<file path="src/rtl/seq_ctrl_pkg.sv">
// Shared types and constants for the serial pattern-detection run controller.
package seq_ctrl_pkg;

  localparam int DEFAULT_MAX_LEN = 8;
  localparam int LEN_W           = $clog2(DEFAULT_MAX_LEN + 1);

  typedef enum logic [1:0] {
    IDLE = 2'd0,
    RUN  = 2'd1,
    DONE = 2'd2
  } state_e;

endpackage

</file>
<file path="src/rtl/seq_shift_cmp.sv">
// History shift register, saturating fill counter and length-masked pattern compare.
// Build option OVERLAP_EN keeps the fill count after a hit so overlapping matches count.
module seq_shift_cmp #(
  parameter int MAX_LEN = 8,
  parameter int LEN_W   = $clog2(MAX_LEN + 1)
) (
  input  logic               clk,
  input  logic               rst,
  input  logic               clr,
  input  logic               shift_en,
  input  logic               data,
  input  logic [MAX_LEN-1:0] pattern,
  input  logic [LEN_W-1:0]   len,
  output logic               hit
);

  logic [MAX_LEN-1:0] history_q, history_d, hist_shift, mask;
  logic [LEN_W-1:0]   seen_q, seen_d, seen_inc;

  // Only the newest len bits take part in the compare.
  generate
    for (genvar gi = 0; gi < MAX_LEN; gi++) begin : g_mask
      assign mask[gi] = (LEN_W'(gi) < len);
    end
  endgenerate

  assign hist_shift = {history_q[MAX_LEN-2:0], data};
  assign seen_inc   = (seen_q == LEN_W'(MAX_LEN)) ? seen_q : seen_q + 1'b1;
  assign hit        = shift_en && (seen_inc >= len) &&
                      ((hist_shift & mask) == (pattern & mask));

  always_comb begin
    history_d = history_q;
    seen_d    = seen_q;
    if (clr) begin
      history_d = '0;
      seen_d    = '0;
    end else if (shift_en) begin
      history_d = hist_shift;
`ifdef OVERLAP_EN
      seen_d    = seen_inc;
`else
      seen_d    = hit ? '0 : seen_inc;
`endif
    end
  end

  always_ff @(posedge clk) begin
    if (rst) begin
      history_q <= '0;
      seen_q    <= '0;
    end else begin
      history_q <= history_d;
      seen_q    <= seen_d;
    end
  end

endmodule

</file>
<file path="src/rtl/seq_detect_ctrl.sv">
// Windowed, software-configurable serial pattern match counter (FSM IDLE/RUN/DONE).
// Build option OVERLAP_EN selects overlapping match counting in seq_shift_cmp.
module seq_detect_ctrl
  import seq_ctrl_pkg::*;
#(
  parameter int MAX_LEN = DEFAULT_MAX_LEN,
  parameter int CNT_W   = 8,
  parameter int WIN_W   = 16
) (
  input  logic                         clk,
  input  logic                         rst,
  input  logic                         cfg_valid,
  output logic                         cfg_ready,
  input  logic [MAX_LEN-1:0]           cfg_pattern,
  input  logic [$clog2(MAX_LEN+1)-1:0] cfg_len,
  output logic                         cfg_err,
  input  logic                         start,
  input  logic [WIN_W-1:0]             win_len,
  input  logic                         abort,
  input  logic                         data,
  input  logic                         data_valid,
  output logic                         flag,
  output logic [CNT_W-1:0]             match_cnt,
  output logic                         busy,
  output logic                         done
);

  localparam int LW = $clog2(MAX_LEN + 1);

  state_e             state_q, state_d;
  logic [MAX_LEN-1:0] pattern_q, pattern_d;
  logic [LW-1:0]      len_q, len_d;
  logic               loaded_q, loaded_d;
  logic               cfg_err_q, cfg_err_d;
  logic [WIN_W-1:0]   win_q, win_d, bit_cnt_q, bit_cnt_d, bit_cnt_inc;
  logic [CNT_W-1:0]   match_cnt_q, match_cnt_d;
  logic               flag_q, flag_d;
  logic               clr, shift_en, hit, len_ok;

  // abort wins over a simultaneous bit, so that bit never reaches the history.
  assign shift_en    = (state_q == RUN) && data_valid && !abort;
  assign clr         = (state_q == IDLE) && start && loaded_q;
  assign len_ok      = (cfg_len != '0) && (cfg_len <= LW'(MAX_LEN));
  assign bit_cnt_inc = bit_cnt_q + 1'b1;

  seq_shift_cmp #(.MAX_LEN(MAX_LEN), .LEN_W(LW)) u_shift_cmp (
    .clk      (clk),
    .rst      (rst),
    .clr      (clr),
    .shift_en (shift_en),
    .data     (data),
    .pattern  (pattern_q),
    .len      (len_q),
    .hit      (hit)
  );

  always_comb begin
    state_d     = state_q;
    pattern_d   = pattern_q;
    len_d       = len_q;
    loaded_d    = loaded_q;
    cfg_err_d   = 1'b0;
    win_d       = win_q;
    bit_cnt_d   = bit_cnt_q;
    match_cnt_d = match_cnt_q;
    flag_d      = 1'b0;
    case (state_q)
      IDLE: begin
        if (cfg_valid) begin
          if (len_ok) begin
            pattern_d = cfg_pattern;
            len_d     = cfg_len;
            loaded_d  = 1'b1;
          end else begin
            cfg_err_d = 1'b1;
          end
        end
        if (clr) begin
          win_d       = win_len;
          bit_cnt_d   = '0;
          match_cnt_d = '0;
          state_d     = (win_len == '0) ? DONE : RUN;
        end
      end
      RUN: begin
        if (abort) begin
          state_d = IDLE;
        end else if (data_valid) begin
          bit_cnt_d = bit_cnt_inc;
          if (hit) begin
            flag_d = 1'b1;
            if (match_cnt_q != '1) match_cnt_d = match_cnt_q + 1'b1;
          end
          if (bit_cnt_inc == win_q) state_d = DONE;
        end
      end
      DONE:    state_d = IDLE;
      default: state_d = IDLE;
    endcase
  end

  always_ff @(posedge clk) begin
    if (rst) begin
      state_q     <= IDLE;
      pattern_q   <= '0;
      len_q       <= '0;
      loaded_q    <= 1'b0;
      cfg_err_q   <= 1'b0;
      win_q       <= '0;
      bit_cnt_q   <= '0;
      match_cnt_q <= '0;
      flag_q      <= 1'b0;
    end else begin
      state_q     <= state_d;
      pattern_q   <= pattern_d;
      len_q       <= len_d;
      loaded_q    <= loaded_d;
      cfg_err_q   <= cfg_err_d;
      win_q       <= win_d;
      bit_cnt_q   <= bit_cnt_d;
      match_cnt_q <= match_cnt_d;
      flag_q      <= flag_d;
    end
  end

  assign cfg_ready = (state_q == IDLE);
  assign busy      = (state_q != IDLE);
  assign done      = (state_q == DONE);
  assign cfg_err   = cfg_err_q;
  assign flag      = flag_q;
  assign match_cnt = match_cnt_q;

endmodule

</file>
<file path="config.mk">
export PLATFORM = sky130hd
export DESIGN_NAME = seq_detect_ctrl
export DESIGN_NICKNAME = d
export VERILOG_FILES = /design/src/rtl/seq_ctrl_pkg.sv /design/src/rtl/seq_shift_cmp.sv /design/src/rtl/seq_detect_ctrl.sv
export SDC_FILE = /design/constraint.sdc
export NUM_CORES = 1
export LEC_CHECK = 0
export CAP_MARGIN = 30
export CORE_MARGIN = 4
export CORE_UTILIZATION = 59
export CTS_BUF_LIST = sky130_fd_sc_hd__clkbuf_4 sky130_fd_sc_hd__clkbuf_8 sky130_fd_sc_hd__clkbuf_16
export CTS_CLUSTER_DIAMETER = 30
export DETAILED_ROUTE_END_ITERATION = 8
export GPL_TIMING_DRIVEN = 0
export PLACE_DENSITY_LB_ADDON = 0.15
export SLEW_MARGIN = 5
export SYNTH_ARGS = -nofsm -noshare
export SYNTH_HDL_FRONTEND = slang
export SYNTH_SLANG_ARGS = --single-unit
</file>
<file path="constraint.sdc">
create_clock -name clk -period 3.9 [get_ports clk]
set_input_delay 0.39 -clock clk [delete_from_list [all_inputs] [get_ports clk]]
set_output_delay 0.39 -clock clk [all_outputs]
set_load 0.02 [all_outputs]
</file>
==> impl_metrics.yaml <==
yosys:
  synthCells: 458
  yosys_register_bits: 68
  yosysUniqueCellTypes: 53
  synth_xor_area_frac: 0.0730
  synth_most_common_cell: "nand2_1"
  synthAdderAreaFrac: 0.0278
  synth_compound_area_frac: 0.180
  synth.cell_area_mm2: 0.00360
  async_reset_ff_frac: 0
  yosysWarnings: 0
  netlist_top_cells_count: "nand2_1 (69), dfxtp_1 (68), a21oi_1 (58), nor2_1 (38), clkbuf_1 (25)"
  muxShareOfSynthArea: 0.0365
  syn-num-nets: 501
  synth_top_family_by_area: "simple AND/OR/NAND/NOR gates"
  synth_top_cells_by_area: "dfxtp_1 (38%), a21oi_1 (8.1%), nand2_1 (7.2%)"
  synth_top_area_frac: 0.378
  synthFlopType: "dfxtp_1"
  ys_seq_area_frac: 0.378
  synthSimpleGateAreaFrac: 0.266
  synth_area_leader_cell: "dfxtp_1"
  synth.avg_cell_area_um2: 7.86
  synth_edf_count: 0
drt:
  wl_um: 9550
  drtIter0Drc: 310
  vias: 3592
  first_pass_iters: 5
  wl_per_cell_um: 16.0
  drc: 0
  routed_via_density: 6.04
  ant_nets: 0
sta:
  setup_violations: 0
  tightest_slew_ns: 0.711
  skew_ns: 0.0111
  slew_viol_final: 0
  setup_tns_ns: 0
  finalHoldViolCount: 0
  fin_crit_sh: 0.741
  clock.fmax_mhz: 346
  period_needed_ns: 2.89
  grt_setup_unrepaired: "no"
  max-slew-margin-rel: 0.522
floorplan:
  die_h_um: 86.1
  io_pins: 48
  row_count: 28
  die_w_um: 86.1
  initial_core_util: 0.608
  core_mm2: 0.00592
  die-area_mm2: 0.00741
clock_tree:
  cts_hold_buf: 0
  cts_tree: "built"
  htree_levels: 3
  post_cts_resized: 0
  cts_root_buf: "clkbuf_8"
  cts.clk_slew.worst_paths_ns: 0.08
  cts.sinks: 68
  cts_made_buffers: 9
  clockBufferDepth: 2
  post-cts-setup-buffer-count: 0
  clock_latency_ns: 0.34
run_status:
  outcome: "finished clean"
global_routing:
  antenna_found_initial: 0
  grt_pass1_vias: 3355
  grt_util_all_layers: 0.263
  grt_pass1_wl_um: 15600
  overflow: 0
  grt_start_max_net_pins: 14
layout:
  multi_input_area_mm2: 0.00210
  antennaDiodeCount: 0
  fin_cells: 595
  seqCellArea_mm2: 0.00136
  drive_above_1_share: 0.0442
  fin_nets: 558
  syn2layout_area_growth_pct: 21.6
  fill_cells: 442
pwr:
  power_leakage_uw: 0.00156
  peakVddDrop_uv: 261
  power_density_mw_per_mm2: 350
critical_path:
  crit_arrival_ns: 3.11
  crit_type: "reg -> reg"
  r2r_cells: 12
  critPathMaxFanout: 10
  required_ns: 4.12
  start_kind: "flip-flop"
  cp-end-kind: "flip-flop"
placed_design:
  dp_cells: 579
  dp_hpwl_um: 7050
  portBuffers: 46
  place_congestion: 0.929
min_path:
  worstHoldPathCells: 2
  hold_class: "reg -> reg"
job:
  drv_cap: 0
==> state kept, by name, indices dropped and copies added (netlist names) <==
signal,cells
loaded_q,1
bit_cnt_q,16
len_q,4
win_q,16
state_q,2
cfg_err,1
flag,1
match_cnt,8
u_shift_cmp.seen_q,4
pattern_q,8
u_shift_cmp.history_q,7
==> path summary, 6_finish.rpt <==
path	from	endpoint	slack, ns
setup / recovery	u_shift_cmp.seen_q[0]$_SDFFE_PP0P_	match_cnt[7]$_SDFFE_PP0P_	1.01
hold / removal	loaded_q$_SDFFE_PP0P_	loaded_q$_SDFFE_PP0P_	0.48
setup reg to reg	u_shift_cmp.seen_q[0]$_SDFFE_PP0P_	match_cnt[7]$_SDFFE_PP0P_	1.01
hold reg to reg	loaded_q$_SDFFE_PP0P_	loaded_q$_SDFFE_PP0P_	0.48
==> cell usage in the layout, fill, tap and decap left out, types with 2 or more instances in the layout <==
| cell type | netlist | routed |
|---|---|---|
| clkbuf_1 | 25 | 25 |
| xnor2_1 | 17 | 17 |
| a31o_2 | 2 | 2 |
| mux2i_1 | 12 | 12 |
| and4_1 | 5 | 5 |
| xor2_1 | 13 | 13 |
| clkinvlp_4 | 0 | 4 |
| inv_1 | 9 | 9 |
| nor2b_1 | 4 | 4 |
| nand3_1 | 17 | 17 |
| and2_1 | 2 | 2 |
| a311oi_1 | 3 | 3 |
| or3_1 | 5 | 5 |
| ha_1 | 8 | 8 |
| o21ai_0 | 21 | 21 |
| clkbuf_8 | 0 | 9 |
| clkdlybuf4s50_1 | 0 | 46 |
| nor2_1 | 38 | 38 |
| bufinv_16 | 0 | 2 |
| buf_1 | 3 | 3 |
| and3_1 | 4 | 4 |
| a21oi_1 | 58 | 58 |
| a211oi_1 | 2 | 2 |
| o31ai_1 | 4 | 4 |
| nor4_1 | 12 | 12 |
| a31oi_1 | 6 | 6 |
| nand4_1 | 9 | 9 |
| nand3b_1 | 3 | 3 |
| or4_1 | 3 | 3 |
| dfxtp_1 | 68 | 68 |
| nand2_1 | 69 | 69 |
| or3b_1 | 2 | 2 |
| nor3_1 | 6 | 6 |
| nand2b_1 | 5 | 5 |
==> layout make-up <==
| class | count | area share |
|---|---|---|
| Sequential cell | 68 | 0.311 |
| Buffer | 28 | 0.0240 |
| Clock inverter | 7 | 0.0226 |
| Multi-Input combinational cell | 353 | 0.480 |
| Clock buffer | 9 | 0.0283 |
| Tap cell | 75 | 0.0214 |
| Timing Repair Buffer | 46 | 0.105 |
| Inverter | 9 | 0.00772 |
==> cell families after synthesis <==
family          Yosys count
flops                    68
fa+ha+maj                 8
mux                      13
simple gates            192
buf+inv                  37
compound gates          110
xor+xnor                 30
==> worst max-delay path: stages (launching register included) <==
cell and delay (ns):
dfxtp_1 0.42, inv_1 0.10, ha_1 0.19, and3b_1 0.20
xnor2_1 0.15, ha_1 0.27, nand2b_1 0.09, a211oi_1 0.07
o21bai_1 0.16, or3b_1 0.44, clkbuf_1 0.27, o31ai_1 0.31
a21oi_1 0.09
==> per-layer routing <==
metal	GRT usage	vias up	wire length, um
met5	0	-	0
met2	0.416	126	4320
li1	-	1754	-
met3	0.0375	18	586
met4	0.0993	0	171
met1	0.363	1694	4470
==> per-stage QoR <==
stage	total power (uW)	worst slack, ns	area (um^2)	util	hold slack (ns)
floorplan	818	1.33	3600	-	0.434
global placement	882	1.03	4150	0.701	0.447
detailed placement	888	0.963	4150	0.701	0.463
CTS	1530	1.01	4380	0.739	0.473
global route	1580	0.758	4380	0.739	0.502
finish	1530	1.01	4380	0.739	0.475
==> where the power goes <==
part / internal (uW) / switching, uW
clock: 362 / 293
sequential: 709 / 15.1
combinational: 71.2 / 79.1
Power figures use the tool's default switching activity.
